<file path="src/rtl/wino_pkg.sv">
// Shared constants for the winograd1d F(2,3) datapath: tile geometry, default sample width
// and the tile-feeder state encoding.
package wino_pkg;

  localparam int unsigned WINO_DATA_W = 32;  // default sample/weight width
  localparam int unsigned TILE_N      = 4;   // samples per input tile
  localparam int unsigned STRIDE      = 2;   // new samples between overlapping tiles
  localparam int unsigned KERN_N      = 3;   // kernel taps

  // Tile-feeder states, plain constants so older tools can consume them too.
  typedef logic [1:0] feed_state_t;
  localparam feed_state_t EMPTY  = 2'd0;  // row start, no samples held
  localparam feed_state_t PRIME  = 2'd1;  // collecting the first full tile of a row
  localparam feed_state_t STEADY = 2'd2;  // overlapping tiles, STRIDE new samples each

endpackage

</file>
<file path="src/rtl/wino_window_shift.sv">
// Sample window for the tile feeder: DEPTH-entry shift register, new sample enters the top
// entry (index DEPTH-1), index 0 is the oldest. Synchronous clear wins over shift.
module wino_window_shift #(
  parameter int unsigned DATA_W = 32,
  parameter int unsigned DEPTH  = 4
) (
  input  logic                          clk_i,
  input  logic                          rst_ni,
  input  logic                          clear_i,
  input  logic                          shift_i,
  input  logic [DATA_W-1:0]             data_i,
  output logic [DEPTH-1:0][DATA_W-1:0]  win_o
);

  logic [DEPTH-1:0][DATA_W-1:0] win_d, win_q;

  // Next window: clear on row end, otherwise shift one sample in.
  always_comb begin
    win_d = win_q;
    if (clear_i) begin
      win_d = '0;
    end else if (shift_i) begin
      win_d = {data_i, win_q[DEPTH-1:1]};
    end
  end

  // Window storage.
  always_ff @(posedge clk_i or negedge rst_ni) begin
    if (!rst_ni) begin
      win_q <= '0;
    end else begin
      win_q <= win_d;
    end
  end

  assign win_o = win_q;

endmodule

</file>
<file path="src/rtl/winograd1d_tile_feeder.sv">
// Upstream stage of winograd1d F(2,3): turns a serial sample stream into overlapping
// 4-sample tiles (stride 2) with a held 3-tap kernel. Rows are independent; the last tile
// of a row is zero-padded on the right when incomplete.
// Optional build macro WINO_FEED_STATS_EN adds tile_cnt/row_cnt handshake counters.
module winograd1d_tile_feeder
  import wino_pkg::*;
#(
  parameter int unsigned DATA_W = WINO_DATA_W
) (
  input  logic              clk,
  input  logic              rst_n,
  input  logic              s_valid,
  output logic              s_ready,
  input  logic [DATA_W-1:0] s_data,
  input  logic              s_last,
  input  logic              w_load,
  input  logic [DATA_W-1:0] w_in1,
  input  logic [DATA_W-1:0] w_in2,
  input  logic [DATA_W-1:0] w_in3,
  output logic              m_valid,
  input  logic              m_ready,
  output logic [DATA_W-1:0] m_x1,
  output logic [DATA_W-1:0] m_x2,
  output logic [DATA_W-1:0] m_x3,
  output logic [DATA_W-1:0] m_x4,
  output logic [DATA_W-1:0] m_w1,
  output logic [DATA_W-1:0] m_w2,
  output logic [DATA_W-1:0] m_w3,
  output logic              m_last
`ifdef WINO_FEED_STATS_EN
  ,
  output logic [31:0]       tile_cnt,
  output logic [15:0]       row_cnt
`endif
);

  feed_state_t state_d, state_q;
  logic [1:0]  nc_d, nc_q;  // new samples since the last tile (or row start)

  logic [TILE_N-1:0][DATA_W-1:0] win;      // held window, [0] oldest
  logic [TILE_N-1:0][DATA_W-1:0] shifted;  // window including this cycle's sample
  logic [TILE_N-1:0][DATA_W-1:0] tile_new;
  logic [TILE_N-1:0][DATA_W-1:0] tile_d, tile_q;
  logic [KERN_N-1:0][DATA_W-1:0] w_d, w_q;

  logic       m_valid_d, m_valid_q;
  logic       m_last_d, m_last_q;
  logic       accept;
  logic       tile_full;
  logic       load_tile;
  logic       win_clear;
  logic       win_shift;
  logic       handshake;
  logic [2:0] v_cnt;  // valid samples that the emitted tile carries

  // A pending tile is never overwritten: input only flows when the output slot frees up.
  assign s_ready   = !m_valid_q | m_ready;
  assign accept    = s_valid & s_ready;
  assign handshake = m_valid_q & m_ready;
  assign shifted   = {s_data, win[3], win[2], win[1]};

  wino_window_shift #(
    .DATA_W (DATA_W),
    .DEPTH  (TILE_N)
  ) u_window (
    .clk_i   (clk),
    .rst_ni  (rst_n),
    .clear_i (win_clear),
    .shift_i (win_shift),
    .data_i  (s_data),
    .win_o   (win)
  );

  // Row FSM and new-sample counter; decides when a tile is complete.
  always_comb begin
    state_d   = state_q;
    nc_d      = nc_q;
    tile_full = 1'b0;
    v_cnt     = 3'd4;
    case (state_q)
      EMPTY: begin
        v_cnt = 3'd1;
        if (accept) begin
          state_d = PRIME;
          nc_d    = 2'd1;
        end
      end
      PRIME: begin
        v_cnt = {1'b0, nc_q} + 3'd1;
        if (accept) begin
          if (nc_q == 2'(TILE_N - 1)) begin
            tile_full = 1'b1;
            state_d   = STEADY;
            nc_d      = 2'd0;
          end else begin
            nc_d = nc_q + 2'd1;
          end
        end
      end
      STEADY: begin
        if (accept) begin
          if (nc_q == 2'(STRIDE - 1)) begin
            tile_full = 1'b1;
            nc_d      = 2'd0;
          end else begin
            // One new sample past the previous tile's overlap: three real samples.
            v_cnt = 3'd3;
            nc_d  = nc_q + 2'd1;
          end
        end
      end
      default: begin
        state_d = EMPTY;
        nc_d    = 2'd0;
      end
    endcase
    // Row end: restart cleanly, nothing carries into the next row.
    if (accept && s_last) begin
      state_d = EMPTY;
      nc_d    = 2'd0;
    end
  end

  assign load_tile = accept & (tile_full | s_last);
  assign win_clear = accept & s_last;
  assign win_shift = accept & !s_last;

  // Left-align the valid samples of a short final tile and zero the tail.
  always_comb begin
    tile_new = shifted;
    case (v_cnt)
      3'd1:    tile_new = {{(3 * DATA_W){1'b0}}, shifted[3]};
      3'd2:    tile_new = {{(2 * DATA_W){1'b0}}, shifted[3], shifted[2]};
      3'd3:    tile_new = {{DATA_W{1'b0}}, shifted[3], shifted[2], shifted[1]};
      default: tile_new = shifted;
    endcase
  end

  // Output tile slot: reload on a new tile, drop valid on a bare handshake, else hold.
  always_comb begin
    tile_d    = tile_q;
    m_last_d  = m_last_q;
    m_valid_d = m_valid_q;
    if (load_tile) begin
      tile_d    = tile_new;
      m_last_d  = s_last;
      m_valid_d = 1'b1;
    end else if (handshake) begin
      m_valid_d = 1'b0;
    end
  end

  // Kernel latch: only at a row boundary with nothing in flight, so a tile never mixes weights.
  always_comb begin
    w_d = w_q;
    if (w_load && (state_q == EMPTY) && !m_valid_q) begin
      w_d = {w_in3, w_in2, w_in1};
    end
  end

  // State, tile and kernel registers.
  always_ff @(posedge clk or negedge rst_n) begin
    if (!rst_n) begin
      state_q   <= EMPTY;
      nc_q      <= 2'd0;
      tile_q    <= '0;
      m_last_q  <= 1'b0;
      m_valid_q <= 1'b0;
      w_q       <= '0;
    end else begin
      state_q   <= state_d;
      nc_q      <= nc_d;
      tile_q    <= tile_d;
      m_last_q  <= m_last_d;
      m_valid_q <= m_valid_d;
      w_q       <= w_d;
    end
  end

  assign m_valid = m_valid_q;
  assign m_last  = m_last_q;
  assign m_x1    = tile_q[0];
  assign m_x2    = tile_q[1];
  assign m_x3    = tile_q[2];
  assign m_x4    = tile_q[3];
  assign m_w1    = w_q[0];
  assign m_w2    = w_q[1];
  assign m_w3    = w_q[2];

`ifdef WINO_FEED_STATS_EN
  logic [31:0] tile_cnt_d, tile_cnt_q;
  logic [15:0] row_cnt_d, row_cnt_q;

  // Handshake counters, free-running with natural wrap.
  always_comb begin
    tile_cnt_d = tile_cnt_q;
    row_cnt_d  = row_cnt_q;
    if (handshake) begin
      tile_cnt_d = tile_cnt_q + 32'd1;
      if (m_last_q) begin
        row_cnt_d = row_cnt_q + 16'd1;
      end
    end
  end

  // Counter registers.
  always_ff @(posedge clk or negedge rst_n) begin
    if (!rst_n) begin
      tile_cnt_q <= 32'd0;
      row_cnt_q  <= 16'd0;
    end else begin
      tile_cnt_q <= tile_cnt_d;
      row_cnt_q  <= row_cnt_d;
    end
  end

  assign tile_cnt = tile_cnt_q;
  assign row_cnt  = row_cnt_q;
`endif

endmodule

</file>
<file path="config.mk">
export PLATFORM = sky130hd
export DESIGN_NAME = winograd1d_tile_feeder
export DESIGN_NICKNAME = d
export VERILOG_FILES = /design/src/rtl/wino_pkg.sv /design/src/rtl/wino_window_shift.sv /design/src/rtl/winograd1d_tile_feeder.sv
export SDC_FILE = /design/constraint.sdc
export NUM_CORES = 1
export LEC_CHECK = 0
export CAP_MARGIN = 20
export CORE_MARGIN = 1
export CORE_UTILIZATION = 50
export CTS_CLUSTER_DIAMETER = 200
export DETAILED_ROUTE_END_ITERATION = 10
export HOLD_SLACK_MARGIN = 0.12
export PLACE_DENSITY = 0.81
export SLEW_MARGIN = 0
export SYNTH_ARGS = -nofsm -noshare
export SYNTH_HDL_FRONTEND = slang
export SYNTH_SLANG_ARGS = --single-unit
</file>
<file path="constraint.sdc">
create_clock -name clk -period 2.9 [get_ports clk]
set_input_delay 0.87 -clock clk [delete_from_list [all_inputs] [get_ports clk]]
set_output_delay 0.87 -clock clk [all_outputs]
set_load 0.02 [all_outputs]
</file>
Word-level counts from Yosys, hierarchy flattened

Index checks and enable logic that the tools add are counted.

Bitwise operators: 7
Reductions and logical operators: 10
Muxes and demuxes: 24
Eq/ne operators: 12
Shift operators: 0
Multiply operators: 0
$add $sub $neg: 2
Order comparisons: 0
Div/mod/pow operators: 0

Operators with widths:

| cell                  | count |
|---|---|
| $pmux W128 S3         | 1 |
| $mux W128             | 2 |
| $mux W2               | 9 |
| $ne A3 B3 Y1 const B  | 4 |
| $pmux W2 S3           | 2 |
| $pmux W3 S3           | 1 |
| $eq A3 B2 Y1 const B  | 2 |
| $mux W1               | 6 |
| $mux W3               | 2 |
| $and A1 B1 Y1         | 5 |
| $eq A2 B1 Y1 const B  | 2 |
| $eq A2 B2 Y1 const B  | 2 |
| $reduce_and A4 Y1     | 1 |
| $reduce_bool A2 Y1    | 2 |
| $add A2 B1 Y3 const B | 1 |
| $eq A3 B1 Y1 const B  | 1 |
| $logic_and A1 B1 Y1   | 3 |
| $reduce_and A3 Y1     | 1 |
| $add A2 B1 Y2 const B | 1 |
| $logic_not A1 Y1      | 2 |
| $logic_not A2 Y1      | 1 |
| $ne A2 B2 Y1 const B  | 1 |
| $or A1 B1 Y1          | 2 |
| $pmux W1 S2           | 1 |

Memories: 0
Memory bits (read-only): 0
Bits in registers: 326
Input bits: 134
Bits in writable memories: 0
Word-level logic and storage cells: 69
Bits in latches: 0

Logic depth before layout (Yosys ltp)

Gate-level depths: netlist of run 1.

Word-level depth: 8
Mapped depth: 11

Hierarchy

From an unflattened synthesis of run 1, not the netlist that was laid out.

Cell total of the unflattened synthesis: 1,187
Area, all modules: 15,108.2 um2

Modules (own cells, without submodules):

| module                 | seq. area each (um2) | area each (um2) | cells an instance | times used |
|---|---|---|---|---|
| winograd1d_tile_feeder | 5,755.5              | 9,815.7         | 775               | 1 |
| wino_window_shift      | 3,203.1              | 5,292.6         | 412               | 1 |

Worst setup path after synthesis of run 1

No wires, ideal clock.

Path kind: register -> register
Start point: register nc_q[0]
End point: register tile_q, in the netlist m_x1[17]
Slack: 0.416 ns
Arrival: 2.355 ns
Data required time: 2.772 ns
Library setup time: 0.128 ns
Stages on the path, launching flop included: 11
Buffers on the path: 4
Cell sequence: dfrtp_1 > buf_2 > buf_1 > inv_1 > ha_1 > nand2b_1 > buf_2 > clkbuf_1 > a32o_1 > a221oi_1 > o22ai_1

Cells in the longest elaborated chain, start to end: 6

RTL lines:

| item                                                  | line                                                         | text |
|---|---|---|
| start: declaration                                    | winograd1d_tile_feeder.sv:38                                 | `logic [1:0] nc_d, nc_q;` |
| start signal: assignment                              | winograd1d_tile_feeder.sv:172                                | `nc_q <= nc_d;` |
| $eq A2 B1 Y1 / $eq A2 B2 Y1 (equally long branches)   | winograd1d_tile_feeder.sv:102, winograd1d_tile_feeder.sv:91  |  |
| $mux W3, or another cell as far along                 | winograd1d_tile_feeder.sv:102                                | `if (nc_q == 2'(STRIDE - 1)) begin` |
| $mux W3, or another cell as far along                 | winograd1d_tile_feeder.sv:101                                | `if (accept) begin` |
| $pmux W3 S3 / $pmux W1 S2 (equally long branches)     | winograd1d_tile_feeder.sv:80                                 | `case (state_q)` |
| $eq A3 B2 Y1, or another cell as far along            | winograd1d_tile_feeder.sv:131                                | `case (v_cnt)` |
| $pmux W128 S3 / $and A1 B1 Y1 (equally long branches) | winograd1d_tile_feeder.sv:131, winograd1d_tile_feeder.sv:124 |  |
| end signal: assignment                                | winograd1d_tile_feeder.sv:173                                | `tile_q <= tile_d;` |
| end: declaration                                      | winograd1d_tile_feeder.sv:43                                 | `logic [TILE_N-1:0][DATA_W-1:0] tile_d, tile_q;` |

Parallel ways exist; a longest one is shown, timed or not.
A chain may end at the register's enable or synchronous reset.

Worst setup path in the final report of run 1

Start point: input port m_ready
End point: output port s_ready

Cells in the longest elaborated chain, start to end: 1

RTL lines:

| item               | line                         | text |
|---|---|---|
| start: declaration | winograd1d_tile_feeder.sv:21 | `input logic m_ready,` |
| $or A1 B1 Y1       | winograd1d_tile_feeder.sv:57 | `assign s_ready = !m_valid_q \| m_ready;` |
| end: declaration   | winograd1d_tile_feeder.sv:13 | `output logic s_ready,` |

No other way between the ends.

==> results of run 1 <==
[worst paths after layout]
path / to / slack [ns] / depth (start not counted)
worst max-delay path: s_ready / 0.03 / 5
worst min-delay path: m_w1[22]$_DFFE_PN0P_ / 0.32 / 1
worst max register to register: m_x2[7]$_DFFE_PN0P_ / 0.27 / 9
worst min register to register: m_x4[28]$_DFFE_PN0P_ / 0.47 / 2
max in group asynchronous: m_x4[9]$_DFFE_PN0P_ / 1.84 / 2
min in group clk: m_x4[28]$_DFFE_PN0P_ / 0.47 / 2
[per-stage QoR]
step	std cells	instance area [µm²]
floorplan	1391	14700
global placement	2078	19100
detailed placement	2078	19100
CTS	2139	20200
global route	2149	20200
finish	2149	20200
[sequential cells by signal, indices dropped and copies added, names as in the netlist]
signal and flops:
m_w1 32, m_x2 32, m_x3 32, state_q 2, m_w2 32, m_x1 32, u_window.win_o 96, m_w3 32
m_last 1, nc_q 2, m_valid 1, m_x4 32
[synth_stat cells (2+ instances only)]
cell	number	area [µm²]
a211oi_1	2	15.0
a21oi_1	17	85.1
a221oi_1	46	403
a222oi_1	17	170
a22o_1	33	289
a31oi_1	2	12.5
a32o_1	14	140
a32oi_1	14	123
and3_1	2	12.5
buf_1	11	41.3
buf_2	36	180
buf_4	3	22.5
buf_6	4	45.0
buf_8	3	45.0
clkbuf_1	57	214
dfrtp_1	326	8160
ha_1	8	100
inv_1	5	18.8
inv_2	3	11.3
mux2_2	96	1080
mux2i_1	34	340
nand2_1	312	1170
nand2b_1	3	18.8
nand3_1	53	265
nand3b_1	97	728
nor2_1	99	372
nor2_2	2	12.5
nor2b_1	3	18.8
o211ai_1	7	52.6
o211ai_2	10	125
o21a_1	3	22.5
o21ai_0	8	40.0
o21ai_1	31	155
o22ai_1	14	87.6
[cells by family (layout without fill, tap and decap cells)]
logic type	count (synthesis)	after routing	synth area share (%)
compound gates	225	225	12.2
fa+ha+maj	8	8	0.679
mux	130	130	9.64
buf+inv	123	488	3.96
flops	326	326	55.3
other cells	0	9	0
simple gates	579	579	18.2
[power groups by stage]
stage,registers (µW),clock network [µW],logic (µW)
2_1_floorplan,8480,0,3640
3_3_place_gp,6900,0,9790
3_5_place_dp,6980,0,9950
4_1_cts,6930,4500,10000
5_1_grt,7100,4660,10600
6_report,6940,4440,10000
[routing by layer]
metal	vias to the layer above	GRT usage [%]
met5	-	0
met4	2	12.4
met3	107	6.51
met2	611	50.5
met1	6241	38.2
li1	5613	-
[layout make-up]
type	count	area, µm²
fillers	2078	8620
flip-flops and latches	326	8160
multi-input cells	942	6060
repair buffers	419	4350
clock buffers	52	1060
well taps	384	480
clock inverters	9	77.6
inverters	8	30.0
diodes	9	22.5
[timing repair]
item	CTS	global route
hold endpoints to repair	0	0
setup buffers	0	1
resized for setup	0	2
endpoints found under the setup margin	0	1
==> qor.yml, run 1 <==
power_uw: 21400
io_buffers: 360
grt_max_degree: 80
start_util_pct: 51.1
antenna_left: 0
rows: 62
slew_violations: 0
fin_util_pct: 70.1
htree_num_levels: 2
clock_skew_ns: 0.0126
grt.total_usage_pct: 30.2
async_flop_share_pct: 100
syn-num-nets: 1533
cts_tree: "built"
cp-end-kind: "output pin"
vdd_drop_max_mv: 0.637
powerDensity_nw_per_um2: 1060
syn_inst: 1391
clkTransAtPathRegs_ns: 0.06
r2r_start: "state_q[0]$_DFFE_PN0P_"
fp.dieW_um: 174
worstPathCellList: "clkdlybuf4s50_1 > and2b_2 > buf_4 > inv_1 > buf_6"
gp_congestion: 0.906
cp_num_buf_inv: 4
wl_met2_um: 22900
synth-edff-count: 0
fin_crit_ns: 2.87
syn2layout_area_growth_pct: 37.3
final_cell_mix: "clkdlybuf4s50_1, dfrtp_1, nand2_1"
drive_gt1_share_pct: 13.9
hold_viol_final: 0
postCtsHoldBufs: 0
fin_tns_setup_ns: 0
drt_drc_violations_left: 0
hp-class: "primary input to async pin"
wl_met3_um: 3700
ios: 361
hpwl_um: 30300
cp.required_ns: 2.03
ys_warn_count: 0
syn_area_per_cell_um2: 10.6
yosysUniqueCellTypes: 50
path_class: "primary input to output pin"
relSlewSlack_pct: 45.2
die_area_um2: 30200
die_h_um: 174
critPathArrivalTime_ns: 2.00
ys.flop_type: "dfrtp_1"
hold_ws_ns: 0.317
wire_per_inst_um: 21.5
final_common_cell: "clkdlybuf4s50_1"
p_seq_share_pct: 32.4
clkSinkCount: 326
p_leak_uw: 0.00910
crit_fanout: 3
drt-initial-drc-count: 1097
cts_buffers: 35
via_per_inst: 5.85
grt_pass1_vias: 12500
p_clk_share_pct: 20.7
num_vias: 12600
syn_area_um2: 14700
critPathLaunchType: "primary input"
worst_pin_slew_ns: 0.818
cts_max_path_buffers: 3
p_int_uw: 13200
final.period_utilization_pct: 98.9
final.setup.worst_slack_ns: 0.0311
max_cap_viol_count: 0
insertion_delay_ns: 0.51
overflow: 0
setup_viol: 0
antenna_found_initial: 9
core_area_um2: 28900
drt-met1-wl_um: 18100
cp_slowest_stage_delay_ns: 0.51
final_nets: 1874
drt_wl_total_um: 46200
p_switching_uw: 8160
rsz0062_at_grt: "no"
sw_frac_of_total_pct: 38.1
clock-root-buffer: "clkbuf_16"
ys_seq_elements: 326
status: "finished, final reports clean"
grt_pass1_wl_um: 71500
top_layer: "met5"
max_freq_mhz: 349
combPwrFrac_pct: 46.8
crit_slowest_cell: "clkdlybuf4s50_1"
cp-startpoint: "m_ready"
pre_cts_ws_ns: 0.00708
seq_area_frac_synth_pct: 55.3
first_pass_iters: 8
crit_family: "buffers and inverters"
No activity file was read; power rests on OpenSTA's default activity.
==> run 2: changes to the inputs <==
--- a/config.mk
+++ b/config.mk
@@ -11,7 +11,8 @@
 export CTS_CLUSTER_DIAMETER = 200
 export DETAILED_ROUTE_END_ITERATION = 10
 export HOLD_SLACK_MARGIN = 0.12
-export PLACE_DENSITY = 0.81
+export PLACE_DENSITY = 0.84
+export SETUP_SLACK_MARGIN = 0.2
 export SLEW_MARGIN = 0
 export SYNTH_ARGS = -nofsm -noshare
 export SYNTH_HDL_FRONTEND = slang
==> qor.yml, run 2 (synthesized netlist as in run 1, its figures left out) <==
status: "finished, final reports clean"
gp_congestion: 0.929
overflow: 0
p_clk_share_pct: 21.2
cts_tree: "built"
vdd_drop_max_mv: 0.643
first_pass_iters: 8
wire_per_inst_um: 21.3
worstPathCellList: "clkdlybuf4s50_1 > and2b_1 > inv_1 > buf_2"
hpwl_um: 30700
cp-end-kind: "output pin"
final_nets: 1882
htree_num_levels: 2
grt_pass1_wl_um: 71800
fill_cells: 2061
clkSinkCount: 326
cts_max_path_buffers: 3
worst_pin_slew_ns: 0.871
drt_wl_total_um: 46100
die_area_um2: 30200
antenna_found_initial: 14
crit_fanout: 2
via_per_inst: 5.82
clkTransAtPathRegs_ns: 0.06
drt_drc_violations_left: 0
core_area_um2: 28900
p_seq_share_pct: 32.2
io_buffers: 360
grt.total_usage_pct: 30.2
rows: 62
combPwrFrac_pct: 46.6
die_h_um: 174
final.period_utilization_pct: 91.6
antenna_left: 0
slew_violations: 0
cp_slowest_stage_delay_ns: 0.45
syn2layout_area_growth_pct: 37.9
clock_skew_ns: 0.0222
hold_viol_final: 0
rsz0062_at_grt: "no"
postCtsHoldBufs: 0
final_common_cell: "clkdlybuf4s50_1"
clock-root-buffer: "clkbuf_16"
largest_reg_flops: 96
critPathLaunchType: "primary input"
hp-class: "primary input to async pin"
fp.dieW_um: 174
start_util_pct: 51.1
setup_viol: 0
p_int_uw: 13400
r2r_slack_ns: 0.36
max_freq_mhz: 377
sw_frac_of_total_pct: 37.9
crit_slowest_cell: "clkdlybuf4s50_1"
max_cap_viol_count: 0
final_cell_mix: "clkdlybuf4s50_1, dfrtp_1, nand2_1"
grt_pass1_vias: 12700
cts_buffers: 36
powerDensity_nw_per_um2: 1060
drt-initial-drc-count: 1152
relSlewSlack_pct: 41.9
critPathArrivalTime_ns: 1.79
power_uw: 21600
drive_gt1_share_pct: 14.3
num_vias: 12600
insertion_delay_ns: 0.52
grt_max_degree: 101
r2r_start: "nc_q[0]$_DFFE_PN0P_"
rr_worst_depth: 7
ios: 361
fin_crit_ns: 2.66
path_class: "primary input to output pin"
p_switching_uw: 8170
cp.required_ns: 2.03
fin_tns_setup_ns: 0
crit-reg2reg-capture: "m_x1[22]$_DFFE_PN0P_"
p_leak_uw: 0.00914
run 2: changes by cell type in the layout (fill, tap and decap cells not counted), sizes merged:
| cell | previous run | this run |
|---|---|---|
| clkinv | 8 | 6 |
| bufinv | 1 | 2 |
| buf | 62 | 69 |
| clkinvlp | 0 | 1 |
| inv | 8 | 10 |
| diode | 9 | 15 |
| clkbuf | 52 | 51 |
run 2: layout make-up:
| cell class | instances | area (µm²) | area share (%) |
|---|---|---|---|
| flip-flops and latches | 326 | 8160 | 40.1 |
| multi-input cells | 942 | 6070 | 29.8 |
| repair buffers | 426 | 4370 | 21.5 |
| clock buffers | 51 | 1070 | 5.26 |
| well taps | 384 | 480 | 2.36 |
| clock inverters | 11 | 115 | 0.566 |
| diodes | 15 | 37.5 | 0.185 |
| inverters | 8 | 30.0 | 0.148 |
run 2: worst max-delay path: cells and delay by family:
family | cells | cell delay [ns]
and+or+nand+nor | 1 | 0.22
buffers and inverters | 3 | 0.69
run 2: worst max path at each step:
stage                        start                   end  slack (ns)  cells past startpoint
3_3_place_gp               m_ready               s_ready       -0.21                      4
6_report                   m_ready               s_ready        0.24                      4
3_5_place_dp               m_ready   m_x1[0]$_DFFE_PN0P_       -0.19                      8
5_1_grt                    m_ready               s_ready        0.21                      4
2_1_floorplan  nc_q[0]$_DFFE_PN0P_  m_x1[17]$_DFFE_PN0P_        0.42                     10
4_1_cts                    m_ready               s_ready        0.24                      4
run 2: per-stage QoR:
step	instance area (µm²)	hold slack [ns]	utilization, %	worst slack (ns)	cells
2_1_floorplan	14700	0.433	-	0.416	1391
5_1_grt	20300	0.329	70.4	0.209	2163
3_3_place_gp	19100	0.447	66.1	-0.210	2082
3_5_place_dp	19100	0.455	66.1	-0.190	2082
6_report	20300	0.303	70.4	0.244	2163
4_1_cts	20300	0.309	70.2	0.244	2144
run 2: timing repair:
item	4_1_cts	5_1_grt
resized for setup	4	1
pin swaps	0	1
setup buffers	0	4
endpoints found under the setup margin	1	20
run 2: power groups by stage:
stage                     sequential (µW)  clock (µW)  combinational (µW)
after detailed placement             6980           0                9970
after CTS                            6930        4640               10000
after floorplan                      8480           0                3640
after global placement               6910           0                9760
final                                6940        4580               10000
after global routing                 7120        4830               10500
run 2: metal layers:
layer	GRT usage, %	up-vias	wire (µm)
li1	-	5639	-
met1	37.6	6246	17600
met2	50.2	605	22900
met3	5.94	108	3590
met4	15.7	0	1990
met5	0	-	0
==> run 3: changes to the inputs <==
--- a/config.mk
+++ b/config.mk
@@ -10,6 +10,7 @@
 export CORE_UTILIZATION = 50
 export CTS_CLUSTER_DIAMETER = 200
 export DETAILED_ROUTE_END_ITERATION = 10
+export GPL_ROUTABILITY_DRIVEN = 0
 export HOLD_SLACK_MARGIN = 0.12
 export PLACE_DENSITY = 0.84
 export SETUP_SLACK_MARGIN = 0.2
==> qor.yml, run 3 (synthesized netlist as in run 1, its figures left out) <==
antenna_found_initial: 14
p_seq_share_pct: 31.7
cts_max_path_buffers: 3
rsz0062_at_grt: "no"
drive_gt1_share_pct: 14.8
crit_fanout: 2
fp.dieW_um: 174
drt_drc_violations_left: 0
first_pass_iters: 6
largest_reg_flops: 96
clock_skew_ns: 0.0181
grt_max_degree: 74
via_per_inst: 5.90
rows: 62
cts_buffers: 37
die_h_um: 174
grt_pass1_wl_um: 71200
r2r_start: "state_q[0]$_DFFE_PN0P_"
clkSinkCount: 326
power_uw: 21900
overflow: 0
rr_worst_depth: 9
final.setup.worst_slack_ns: 0.291
die_area_um2: 30200
p_int_uw: 13700
hold_viol_final: 0
slew_violations: 0
stdcell_area_um2: 20400
p_leak_uw: 0.00917
crit-reg2reg-capture: "m_x1[8]$_DFFE_PN0P_"
critPathArrivalTime_ns: 1.74
insertion_delay_ns: 0.52
crit_slowest_cell: "clkdlybuf4s50_1"
hpwl_um: 31000
setup_viol: 0
path_class: "primary input to output pin"
hp-class: "primary input to async pin"
critPathLaunchType: "primary input"
cp_slowest_stage_delay_ns: 0.45
powerDensity_nw_per_um2: 1070
final_cell_mix: "clkdlybuf4s50_1, dfrtp_1, nand2_1"
final.period_utilization_pct: 90.0
final_common_cell: "clkdlybuf4s50_1"
cp.required_ns: 2.03
worst_pin_slew_ns: 0.610
post_cts_buffers: 0
grt_pass1_vias: 12600
htree_num_levels: 2
combPwrFrac_pct: 46.0
num_vias: 12800
postCtsHoldBufs: 0
placed_area_um2: 19100
p_switching_uw: 8260
cp-end-kind: "output pin"
drt_wl_total_um: 46500
max_freq_mhz: 383
vdd_drop_max_mv: 0.597
p_clk_share_pct: 22.3
cts_tree: "built"
drt-initial-drc-count: 1383
r2r_slack_ns: 0.43
wire_per_inst_um: 21.5
pre_cts_ws_ns: -0.160
grt.total_usage_pct: 30.1
antenna_left: 0
clkTransAtPathRegs_ns: 0.06
sw_frac_of_total_pct: 37.7
syn2layout_area_growth_pct: 38.5
start_util_pct: 51.1
max_cap_viol_count: 0
clock-root-buffer: "clkbuf_16"
io_buffers: 360
relSlewSlack_pct: 59.2
ios: 361
fin_crit_ns: 2.61
status: "finished, final reports clean"
final_nets: 1883
worstPathCellList: "clkdlybuf4s50_1 > and2b_1 > inv_1 > buf_2"
core_area_um2: 28900
run 3: final cells by class:
class	count	area (µm²)
fillers	2013	8440
repair buffers	426	4360
well taps	384	480
inverters	8	30.0
clock buffers	48	1050
clock inverters	18	235
flip-flops and latches	326	8160
diodes	12	30.0
multi-input cells	942	6080
run 3: worst max path at each step:
| stage | from | endpoint | slack [ns] | depth (start not counted) |
|---|---|---|---|---|
| final | m_ready | s_ready | 0.29 | 4 |
| after global routing | m_ready | s_ready | 0.25 | 4 |
| after CTS | nc_q[0]$_DFFE_PN0P_ | m_x1[21]$_DFFE_PN0P_ | 0.20 | 7 |
| after detailed placement | m_ready | m_x1[6]$_DFFE_PN0P_ | -0.16 | 8 |
| after global placement | m_ready | s_ready | -0.16 | 4 |
| after floorplan | nc_q[0]$_DFFE_PN0P_ | m_x1[17]$_DFFE_PN0P_ | 0.42 | 10 |
run 3: metal layers:
| metal | track usage [%] | up-vias | share of wire [%] |
|---|---|---|---|
| li1 | - | 5629 | - |
| met1 | 36.6 | 6313 | 37 |
| met2 | 50.4 | 700 | 50 |
| met3 | 7.17 | 129 | 9.3 |
| met4 | 14.9 | 2 | 4.2 |
| met5 | 0 | - | 0.026 |
run 3: through the flow:
step / util (%) / hold slack, ns / setup TNS, ns / instances
after floorplan: - / 0.433 / 0 / 1391
after global placement: 66.2 / 0.445 / -1.46 / 2086
after detailed placement: 66.2 / 0.455 / -2.46 / 2086
after CTS: 70.6 / 0.340 / 0 / 2152
after global routing: 70.8 / 0.361 / 0 / 2164
final: 70.8 / 0.335 / 0 / 2164
run 3: critical path: cells and delay by family:
family / cells / cell delay, ns
buffers and inverters: 3 / 0.68
AND/OR/NAND/NOR: 1 / 0.19
run 3: timing repair:
item                       4_1_cts  5_1_grt
resized for setup                4        6
pin swaps                        0        0
setup endpoints to repair        1       29
run 3: power by group through the flow:
stage / clock network, µW / logic (µW) / registers, µW
after floorplan: 0 / 3640 / 8480
after global placement: 0 / 9750 / 6920
after detailed placement: 0 / 9970 / 6990
after CTS: 4950 / 10000 / 6940
after global routing: 5140 / 10600 / 7110
final: 4880 / 10100 / 6950
